==> src/rtl/sync_fifo_pkg.sv <==
// sync_fifo_pkg: shared widths and the occupancy-update encoding for sync_fifo_ctrl
package sync_fifo_pkg;
    localparam int DATA_W_DEF = 8;
    localparam int ADDR_W_DEF = 6;
    localparam int DEPTH      = 2 ** ADDR_W_DEF;
    localparam int PTR_W      = ADDR_W_DEF + 1;

    typedef logic [PTR_W-1:0] ptr_t;

    typedef enum logic [1:0] {CNT_HOLD, CNT_INC, CNT_DEC} cnt_op_e;

    // Push-only grows the FIFO, pop-only shrinks it, anything else leaves it alone
    function automatic cnt_op_e count_next(input logic push, input logic pop);
        return (push && !pop) ? CNT_INC : (pop && !push) ? CNT_DEC : CNT_HOLD;
    endfunction
endpackage

==> src/rtl/fifo_ptr.sv <==
// fifo_ptr: wrap-around pointer with enable and synchronous reset
module fifo_ptr #(
    parameter int W = sync_fifo_pkg::PTR_W
) (
    input  logic         clock,
    input  logic         reset,
    input  logic         en_i,
    output logic [W-1:0] ptr_o
);
    logic [W-1:0] ptr_q;

    // Step by one per accepted transfer; the extra MSB lets full and empty be told apart
    always_ff @(posedge clock) ptr_q <= reset ? '0 : ptr_q + W'(en_i);

    assign ptr_o = ptr_q;
endmodule

==> src/rtl/sync_fifo_ctrl.sv <==
// sync_fifo_ctrl: single-clock FIFO controller for an external dual-port SRAM
// Optional sticky overflow/underflow outputs are built when FIFO_ERR_FLAGS_EN is defined.
module sync_fifo_ctrl
    import sync_fifo_pkg::*;
#(
    parameter int DATA_W = DATA_W_DEF,
    parameter int ADDR_W = ADDR_W_DEF
) (
    input  logic              clock,
    input  logic              reset,
    input  logic              wr_req,
    input  logic [DATA_W-1:0] wr_data,
    input  logic              rd_req,
    output logic [DATA_W-1:0] rd_data,
    output logic              rd_valid,
    output logic              full,
    output logic              empty,
    output logic [ADDR_W:0]   count,
    output logic              ram_we,
    output logic [ADDR_W-1:0] ram_w_addr,
    output logic [DATA_W-1:0] ram_data,
    output logic [ADDR_W-1:0] ram_r_addr,
    input  logic [DATA_W-1:0] ram_q
`ifdef FIFO_ERR_FLAGS_EN
    ,
    output logic              overflow,
    output logic              underflow
`endif
);
    logic [ADDR_W:0] wptr, rptr;
    logic [ADDR_W:0] count_q, count_d;
    logic            rd_valid_q;
    logic            push, pop;
    cnt_op_e         op;

    assign full  = (wptr[ADDR_W] != rptr[ADDR_W]) && (wptr[ADDR_W-1:0] == rptr[ADDR_W-1:0]);
    assign empty = (wptr == rptr);
    assign push  = wr_req && !full;
    assign pop   = rd_req && !empty;
    assign op    = count_next(push, pop);

    fifo_ptr #(.W(ADDR_W + 1)) u_wptr (.clock(clock), .reset(reset), .en_i(push), .ptr_o(wptr));
    fifo_ptr #(.W(ADDR_W + 1)) u_rptr (.clock(clock), .reset(reset), .en_i(pop),  .ptr_o(rptr));

    assign ram_we     = push;
    assign ram_w_addr = wptr[ADDR_W-1:0];
    assign ram_data   = wr_data;
    assign ram_r_addr = rptr[ADDR_W-1:0];
    assign rd_data    = ram_q;
    assign rd_valid   = rd_valid_q;
    assign count      = count_q;

    // Occupancy update; full/empty already block the cases that could wrap it
    always_comb begin
        count_d = count_q;
        count_d = (op == CNT_INC) ? count_q + 1'b1 : (op == CNT_DEC) ? count_q - 1'b1 : count_q;
    end

    // Occupancy register and the one-cycle valid that tracks the SRAM read latency
    always_ff @(posedge clock) begin
        count_q    <= reset ? '0 : count_d;
        rd_valid_q <= reset ? 1'b0 : pop;
    end

`ifdef FIFO_ERR_FLAGS_EN
    logic overflow_q, underflow_q;

    // Sticky error flags: set by a request against full/empty, cleared only by reset
    always_ff @(posedge clock) begin
        overflow_q  <= reset ? 1'b0 : overflow_q  | (wr_req && full);
        underflow_q <= reset ? 1'b0 : underflow_q | (rd_req && empty);
    end

    assign overflow  = overflow_q;
    assign underflow = underflow_q;
`endif
endmodule
==> config.mk <==
export PLATFORM = sky130hd
export DESIGN_NAME = sync_fifo_ctrl
export DESIGN_NICKNAME = d
export VERILOG_FILES = /design/src/rtl/sync_fifo_pkg.sv /design/src/rtl/fifo_ptr.sv /design/src/rtl/sync_fifo_ctrl.sv
export SDC_FILE = /design/constraint.sdc
export NUM_CORES = 1
export LEC_CHECK = 0
export CAP_MARGIN = 30
export CORE_MARGIN = 3
export CORE_UTILIZATION = 38
export CTS_CLUSTER_SIZE = 10
export DETAILED_ROUTE_END_ITERATION = 10
export GPL_ROUTABILITY_DRIVEN = 0
export MAX_ROUTING_LAYER = met4
export PLACE_DENSITY = 0.76
export RECOVER_POWER = 25
export SYNTH_ARGS = -nofsm -noshare
export SYNTH_HDL_FRONTEND = slang
export SYNTH_SLANG_ARGS = --single-unit
==> constraint.sdc <==
create_clock -name clock -period 2.6 [get_ports clock]
set_input_delay 0.26 -clock clock [delete_from_list [all_inputs] [get_ports clock]]
set_output_delay 0.26 -clock clock [all_outputs]
set_load 0.05 [all_outputs]
## Yosys cells after proc, flatten, opt, wreduce, memory -nomap -nowiden

Cells that the tools add are included.

| storage, ports and cells | value |
|---|---|
| register bits | 22 |
| bits of input ports | 20 |
| output and inout bits | 39 |

| operators by class | value |
|---|---|
| add/subtract/negate cells | 4 |
| eq/ne operators | 5 |
| multiplexer cells | 4 |
| reductions and logical operators | 10 |

Operators by type and width:

| kind | number |
|---|---|
| adder 7 x 1 -> 7 bit | 2 |
| 2-to-1 mux 7 bit | 2 |
| adder 7 x 1 -> 7 bit (second input constant) | 1 |
| equality test 7 bit | 1 |
| subtractor 7 x 1 -> 7 bit (second input constant) | 1 |
| equality test 6 bit | 1 |
| logical AND 1 bit | 5 |
| zero test 1 bit | 4 |
| 2-to-1 mux 2 bit | 2 |
| equality test 2 x 1 -> 1 bit (second input constant) | 1 |
| equality test 2 bit (second input constant) | 1 |
| nonzero test 2 bit | 1 |
| inequality test 1 bit | 1 |

## Longest topological paths before layout

| logic depth | value |
|---|---|
| depth after elaboration | 11 |
| depth in mapped cells | 11 |
| gate-level depth less buffers | 11 |

## Modules after synthesis

From an unflattened synthesis, not the netlist that was laid out.

| unflattened totals | value |
|---|---|
| cell total of the unflattened synthesis | 154 |
| area total of the unflattened synthesis | 1355.0 um^2 |

By module, submodules not included:

| module | instances | cells each | area each (um^2) | sequential area each (um^2) |
|---|---|---|---|---|
| sync_fifo_ctrl | 1 | 94 | 787.0 | 160.2 |
| fifo_ptr | 2 | 30 | 284.0 | 140.1 |

## Worst setup path before layout

No wires, ideal clock.

| path | value |
|---|---|
| kind | reg2reg |
| start point | reg u_rptr.ptr_q[3], in the netlist u_rptr.ptr_o[3] |
| end point | reg count_q[4], in the netlist count[4] |
| arrival time | 3.374 ns |
| data required time | 2.542 ns |
| slack | -0.832 ns |
| stages on the path, launching flop included | 12 |
| cells stage by stage | dfxtp_1 xor2_1 nor4_2 and3b_2 nor2b_1 ha_1 inv_1 fa_1 a211oi_1 nor2_1 nor4b_1 a211o_1 |

| between the ends | value |
|---|---|
| word-level cells in the longest chain between the ends | 10 |
| elaborated cells between the ends (all ways) | 17 |
| classes of those cells | eq/ne (4); mux (3); reduce/logical (10) |

RTL lines:

| element | RTL line | source |
|---|---|---|
| start, declared | fifo_ptr.sv:10 | `logic [W-1:0] ptr_q;` |
| start signal, assigned | fifo_ptr.sv:13 | `always_ff @(posedge clock) ptr_q <= reset ? '0 : ptr_q + W'(en_i);` |
| equality test 6 bit * | sync_fifo_ctrl.sv:36 | `assign full = (wptr[ADDR_W] != rptr[ADDR_W]) && (wptr[ADDR_W-1:0] == rptr[ADDR_W-1:0]);` |
| logical AND 1 bit * | sync_fifo_ctrl.sv:36 |  |
| named net full | sync_fifo_ctrl.sv:16 | `output logic full,` |
| zero test 1 bit * | sync_fifo_ctrl.sv:38 | `assign push = wr_req && !full;` |
| logical AND 1 bit * | sync_fifo_ctrl.sv:38 |  |
| named net ram_we | sync_fifo_ctrl.sv:19 | `output logic ram_we,` |
| zero test 1 bit | sync_fifo_pkg.sv:14 | `return (push && !pop) ? CNT_INC : (pop && !push) ? CNT_DEC : CNT_HOLD;` |
| logical AND 1 bit | sync_fifo_pkg.sv:14 |  |
| 2-to-1 mux 2 bit | sync_fifo_pkg.sv:14 |  |
| 2-to-1 mux 2 bit * | sync_fifo_pkg.sv:14 |  |
| equality test 2 x 1 -> 1 bit or equality test 2 bit (tied branches) | sync_fifo_ctrl.sv:56 | `count_d = (op == CNT_INC) ? count_q + 1'b1 : (op == CNT_DEC) ? count_q - 1'b1 : count_q;` |
| 2-to-1 mux 7 bit or nonzero test 2 bit (tied branches) | - |  |
| end signal, assigned | sync_fifo_ctrl.sv:61 | `count_q <= reset ? '0 : count_d;` |
| end, declared | sync_fifo_ctrl.sv:31 | `logic [ADDR_W:0] count_q, count_d;` |

The timed path passes the listed nets; every way through them passes the cells marked *.
A chain may end at the register's enable or synchronous reset.

## Final worst setup path

| path | value |
|---|---|
| start point | reg u_rptr.ptr_q[3], in the netlist u_rptr.ptr_o[3] |
| end point | out ram_we |

| between the ends | value |
|---|---|
| word-level cells in the longest chain between the ends | 4 |

RTL lines:

| element | RTL line |
|---|---|
| equality test 6 bit | sync_fifo_ctrl.sv:36 |
| logical AND 1 bit | sync_fifo_ctrl.sv:36 |
| zero test 1 bit | sync_fifo_ctrl.sv:38 |
| logical AND 1 bit | sync_fifo_ctrl.sv:38 |
| end, declared | sync_fifo_ctrl.sv:19 |

Every way passes these cells.

==> impl_metrics.yaml <==
drt:
  viasPerCell: 4.810
  drt_iter0_markers: 52
  drcViolationCount: 0
  routedWlPerCell_um: 12.09
  drtPass1Iterations: 4
  finalWirelength_mm: 2.478
  num_vias: 986
  antenna_left: 0
power:
  clockPowerShare: 0.159
  comb_power_share: 0.540
  sw_frac_of_total: 0.4354
  p_per_area_nw_per_um2: 945.2
  p_switching_uw: 661.7
  power_frac_seq: 0.301
  p_leak_uw: 0.0006863
  p_total_uw: 1520
  internal_power_uw: 858.0
  ir_drop_uv: 372.4
synthesis:
  yosysTopAreaCell: "dfxtp_1"
  async_reset_ff_frac: 0
  synthTopCellsByArea: "dfxtp_1 32%, buf_4 15%, ha_1 9.0%, xor2_1 8.2%, nor2_1 6.5%"
  synth-edff-count: 0
  synth_nets: 191
  synth_warnings: 0
  synthesis.area_um2: 1396
  synth.top_cell.area_share: 0.3154
  synth_cell_type_count: 32
  ys_ff_latch: 22
  ys_seq_area_frac: 0.3154
  synth_cells: 160
  avgSynthCellArea_um2: 8.727
  synth_ff_type: "dfxtp_1"
critical_path:
  r2r_slack_ps: 170
  r2r-end: "count[4]"
  cp.depth: 5
  crit_fanout: 5
  crit_buf_inv: 1
  cp.required_ps: 2340
  arrival_ps: 2180
  critical-path-slowest-cell: "clkdlybuf4s50_1"
  r2r_start: "u_wptr.ptr_o[5]"
  critPathMaxStageDelay_ps: 830
  critPathKind: "flop to primary output"
  cp_top_family: "buffers and inverters"
  cp-start-kind: "flop"
  reg2reg_depth: 11
  crit_chain: "xor2_1 -> nor4_2 -> and3b_2 -> nor2b_4 -> clkdlybuf4s50_1"
  critPathCaptureType: "primary output"
place:
  place_inst: 200
  portBuffers: 26
  dpl.hpwl_mm: 1.945
clock_tree:
  cts_tree: "built"
  cts_hold_buf: 0
  insertion_delay_ps: 260
  clk_path_buf_depth: 2
  cts_buffers: 3
  cts_sinks: 22
  cts_root_buffer: "clkbuf_8"
  h-tree-depth: 1
  clk_pin_slew_ps: 80
timing:
  finalCriticalPeriod_ps: 2436
  finalHoldViolations: 0
  tightest_slew_ps: 514.5
  fmax_mhz: 410.6
  grt_setup_unrepaired: "yes"
  finalSetupViolations: 0
  slew_viol_final: 0
  fin_hold_ws_ps: 520.0
  max-slew-margin-rel: 0.6559
  fin_crit_sh: 0.9368
  skew_ps: 2.190
min_path:
  worstHoldPathType: "input port to primary output"
  hold_path_end: "ram_data[1]"
  min-delay-start: "wr_data[1]"
  hold_depth: 0
floorplanning:
  die_w_um: 66.62
  die_h_um: 66.62
  design.die.area_um2: 4438
  start_util: 0.4057
  io_pins: 59
  rows: 21
  coreArea_um2: 3442
final_layout:
  ff_latch_area_um2: 450.4
  nNetsFinal: 191
  multiInputGateArea_um2: 753.2
  area_growth_pct: 15.14
  n_antenna_cell: 0
  num-fill-cells: 318
  layout-drive-gt1-share: 0.1572
  utilization: 0.4671
  final_cells: 205
global_route:
  grt_pass1_vias: 1002
  grt.overflow.total: 0
  grt_usage: 0.1281
  antenna_found_initial: 0
  grt_pass1_wl_mm: 4.250
  grt_start_max_net_pins: 17
run_status:
  status: "complete, no violations"
run:
  maxCapViolations: 0
==> synthesized netlist by cell type, types with 2 or more instances <==
library cell	count
nor4b_1	2
a211o_1	2
xor2_1	13
clkbuf_1	2
nor3_1	3
nand2_1	8
ha_1	10
a21oi_1	3
and3_1	2
nor2_1	24
buf_2	3
nor2b_1	5
inv_1	3
a211oi_1	3
nand3_1	5
buf_4	28
dfxtp_1	22
xnor2_1	8
==> power groups by stage <==
stage | sequential, uW | combinational, uW | clock, uW
5_1_grt | 468 | 901 | 271
3_3_place_gp | 464 | 790 | 0
4_1_cts | 459 | 812 | 252
2_1_floorplan | 619 | 525 | 0
6_report | 457 | 821 | 242
3_5_place_dp | 467 | 809 | 0
==> registers in the layout (all words and copies together), names as in the netlist <==
signal        flops
u_rptr.ptr_o      7
rd_valid          1
u_wptr.ptr_o      7
count             7
==> worst max path at each step <==
stage	to	slack (ps)	start
after global routing	count[4]	-40	u_rptr.ptr_o[2]
after floorplan	count[4]	-30	u_rptr.ptr_o[3]
after CTS	count[4]	50	u_wptr.ptr_o[3]
after global placement	count[4]	160	u_wptr.ptr_o[5]
after detailed placement	count[4]	80	u_wptr.ptr_o[3]
final	ram_we	160	u_rptr.ptr_o[3]
==> final cells by class <==
class,instances,share of cell area
clock buffer,4,0.03424
inverter,3,0.008560
multi-input combinational,102,0.4685
sequential,22,0.2802
tap,46,0.03580
timing repair buffer,28,0.1728
==> placed cells by master (no fill, tap or decap), drive strengths merged <==
cell type,n
inv,3
o21a,1
nor3b,1
xnor2,8
nor3,3
buf,2
a211o,2
dlymetal6s2s,1
a31oi,1
xor2,13
nand4,1
mux2i,1
clkbuf,4
nor2,24
nand3,5
ha,10
clkdlybuf4s50,25
and3b,1
and3,2
nor2b,5
a21oi,3
nor4b,2
o21ai,1
o21bai,1
o31ai,1
nor4,1
o21ba,1
o211a,1
nand2,8
dfxtp,22
fa,1
a211oi,3
and2,1
==> cell families after synthesis <==
kind of cell             count (synthesis)  synth area share
AO/OA/AOI/OAI                           15           0.07796
multiplexers                             1          0.007169
flip-flops                              22            0.3154
XOR/XNOR                                21            0.1317
adder cells (fa/ha/maj)                 11            0.1039
AND/OR/NAND/NOR                         54            0.1891
buffers and inverters                   36            0.1747
==> metal layers <==
layer  track usage  vias to the layer above  routed length (um)
met2        0.2079                       28                1144
met4       0.05330                        0                  31
met1        0.1515                      456                1147
li1              -                      500                   -
met3       0.03035                        2                 154
met5             -                        -                   0
==> through the flow <==
step | area (um^2) | TNS, ps | setup slack (ps)
3_5_place_dp | 1534 | 0 | 79.78
2_1_floorplan | 1441 | -26.31 | -26.31
5_1_grt | 1608 | -42.11 | -42.11
6_report | 1608 | 0 | 164.4
3_3_place_gp | 1534 | 0 | 158.7
4_1_cts | 1589 | 0 | 48.47
==> what timing repair did <==
action,CTS,global route
setup endpoints to repair,0,2
gates resized for setup,0,3
setup buffers,0,1
No activity file was read; power rests on OpenSTA's default activity.
==> patch: new RTL, same settings <==
The package constant `DATA_W_DEF` goes from 8 to 12.
--- a/src/rtl/sync_fifo_pkg.sv
+++ b/src/rtl/sync_fifo_pkg.sv
@@ -2,3 +2,3 @@
 package sync_fifo_pkg;
-    localparam int DATA_W_DEF = 8;
+    localparam int DATA_W_DEF = 12;
     localparam int ADDR_W_DEF = 6;
Interface: changed (resized ram_data, ram_q, rd_data and wr_data); port bits go from 59 to 75. No check against the original RTL was run, so the function may have changed too.
==> patch against the unedited design <==
- via count shrank 0.81%
- setup slack lost 0.021 ns
- critical endpoint is now count[5]
- largest power group unchanged
- register-to-register slack lost 0.03 ns
- routed wire length grew 5.8%
- non-clock buffer count grew 4
- combinational power grew 13%
- core utilization grew 2.0 points
- sequential cell count is the same
- synthesized area grew 4.3%
- clock power grew 32%
- total power grew 12%
- cell area grew 6.6%
==> patch: results (changes against the unedited design) <==
metric;value;unit;change
Worst-Margin Slew;0.505;ns;-0.00985 ns
1st-pass router iterations;4;;unchanged
met2 Resource Use GR;0.173;;-0.0354
I/O Buffers;26;;unchanged
Worst Hold Class;primary input to primary output;;
H-tree Lvls;1;;unchanged
CP Data Arrival Time;2.62;ns;+0.44 ns
worst hold path stage count;0;;unchanged
switching share of total power;0.421;;-0.0144
Synth Flop Type;dfxtp_1;;
via count;978;;-0.81%
Final Total Pwr;1.71;mW;+12%
Peak supply drop;0.397;mV;+6.5%
largest net degree at the start of global routing;17;;unchanged
min-delay src;wr_data[1];;
synth cell count leaders;36 x buf_4, 24 x nor2_1, 22 x dfxtp_1;;
synthesized area per cell;8.67;um2;-0.67%
Comb group;0.929;mW;+13%
DRT iter0 DRCs;18;;-65%
async set or reset register ratio after synthesis;0;;unchanged
cts bufs inserted;3;;unchanged
Final nets;203;;+6.3%
grt met1 use;0.158;;+0.00657
Hold Path End;ram_data[1];;
count leader, synth;buf_4;;
GR Util met3;0.0296;;-0.000797
dominant cells by area after synthesis;dfxtp_1 30%, buf_4 19%, ha_1 8.6%;;
fill count;331;;+4.1%
reg2reg path depth;11;;unchanged
Worst-path clk slew;0.08;ns;about the same
Top Metal Used;met4;;
GRT Resource Usage Total;0.121;;-0.00733
initial antenna violation count;0;;unchanged
post-synthesis sequential area ratio;0.302;;-0.0130
first-pass GRT wire length;4.07;mm;-4.2%
met2 wire len;1.17;mm;+2.6%
Syn. warnings;0;;unchanged
status;complete, no violations;;
post-synth cell types;32;;unchanged
drt drc;0;;unchanged
number of diodes;0;;unchanged
Max Clock Skew;0.00497;ns;+0.00278 ns
clock root buffer;clkbuf_8;;
dpl hpwl;1.86;mm;-4.2%
routed length on met1;1.24;mm;+7.7%
CP max FO;7;;+2
number of global-route vias before repair;922;;-8.0%
share of cells above drive strength 1;0.221;;+0.0636
non-filler instance count after layout;209;;+2.0%
worst r2r src;u_rptr.ptr_o[2];;
clock tree buffer depth;2;;unchanged
pre-CTS setup slack;0.0696;ns;-0.0102 ns
final hold slack;0.520;ns;+0.00000600 ns
R2R Path End;count[5];;
DRT Wirelength;2.62;mm;+5.8%
routed wl met3;182;um;+18%
Leak;0.723;nW;+5.3%
Clock group;0.319;mW;+32%
reg-to-reg slack, setup;0.14;ns;-0.03 ns
-- patch: timing repair --
action                                  4_1_cts  5_1_grt
buffers inserted                              0        4
resized for setup                             0       14
endpoints found under the setup margin        0        4
hold endpoints to repair                      0        0
-- patch: area by class of cell --
type	instances	area, um2	area share
Clock buffer	3	41.3	0.0241
Clock inverter	1	30.0	0.0175
Inverter	3	18.8	0.0109
Multi-Input combinational cell	102	806	0.470
Sequential cell	22	453	0.264
Tap cell	46	57.6	0.0336
Timing Repair Buffer	32	308	0.180
-- patch: worst max-delay path: stages (launching register included) --
cell,delay [ns]
dfxtp_4,0.35
xor2_1,0.16
nor4_2,0.33
and3b_2,0.27
nor2b_4,0.06
ha_4,0.18
inv_8,0.08
ha_1,0.23
a211oi_2,0.28
o31ai_2,0.10
xor2_1,0.14
o21a_1,0.17
-- patch: kinds of logic after synthesis --
logic type / after synthesis / share of synthesized area
compound gates: 15 / 0.0747
fa+ha+maj: 11 / 0.0997
flops: 22 / 0.302
simple gates: 54 / 0.181
xor+xnor: 21 / 0.126
buf+inv: 44 / 0.209
mux: 1 / 0.00687
-- patch: worst max path at each step --
stage	slack (ns)	end	cells after the start	start
floorplan	-0.03	count[4]	11	u_rptr.ptr_o[3]
global placement	0.08	count[4]	11	u_wptr.ptr_o[5]
detailed placement	0.07	count[4]	11	u_wptr.ptr_o[5]
CTS	0.03	count[4]	11	u_wptr.ptr_o[5]
global route	-0.004	count[3]	11	u_rptr.ptr_o[2]
finish	0.14	count[5]	11	u_rptr.ptr_o[2]
-- patch: per-stage QoR --
step,instance area (um2),utilization
global route,1710,0.487
CTS,1610,0.458
global placement,1540,0.438
finish,1710,0.487
detailed placement,1540,0.438
floorplan,1500,-
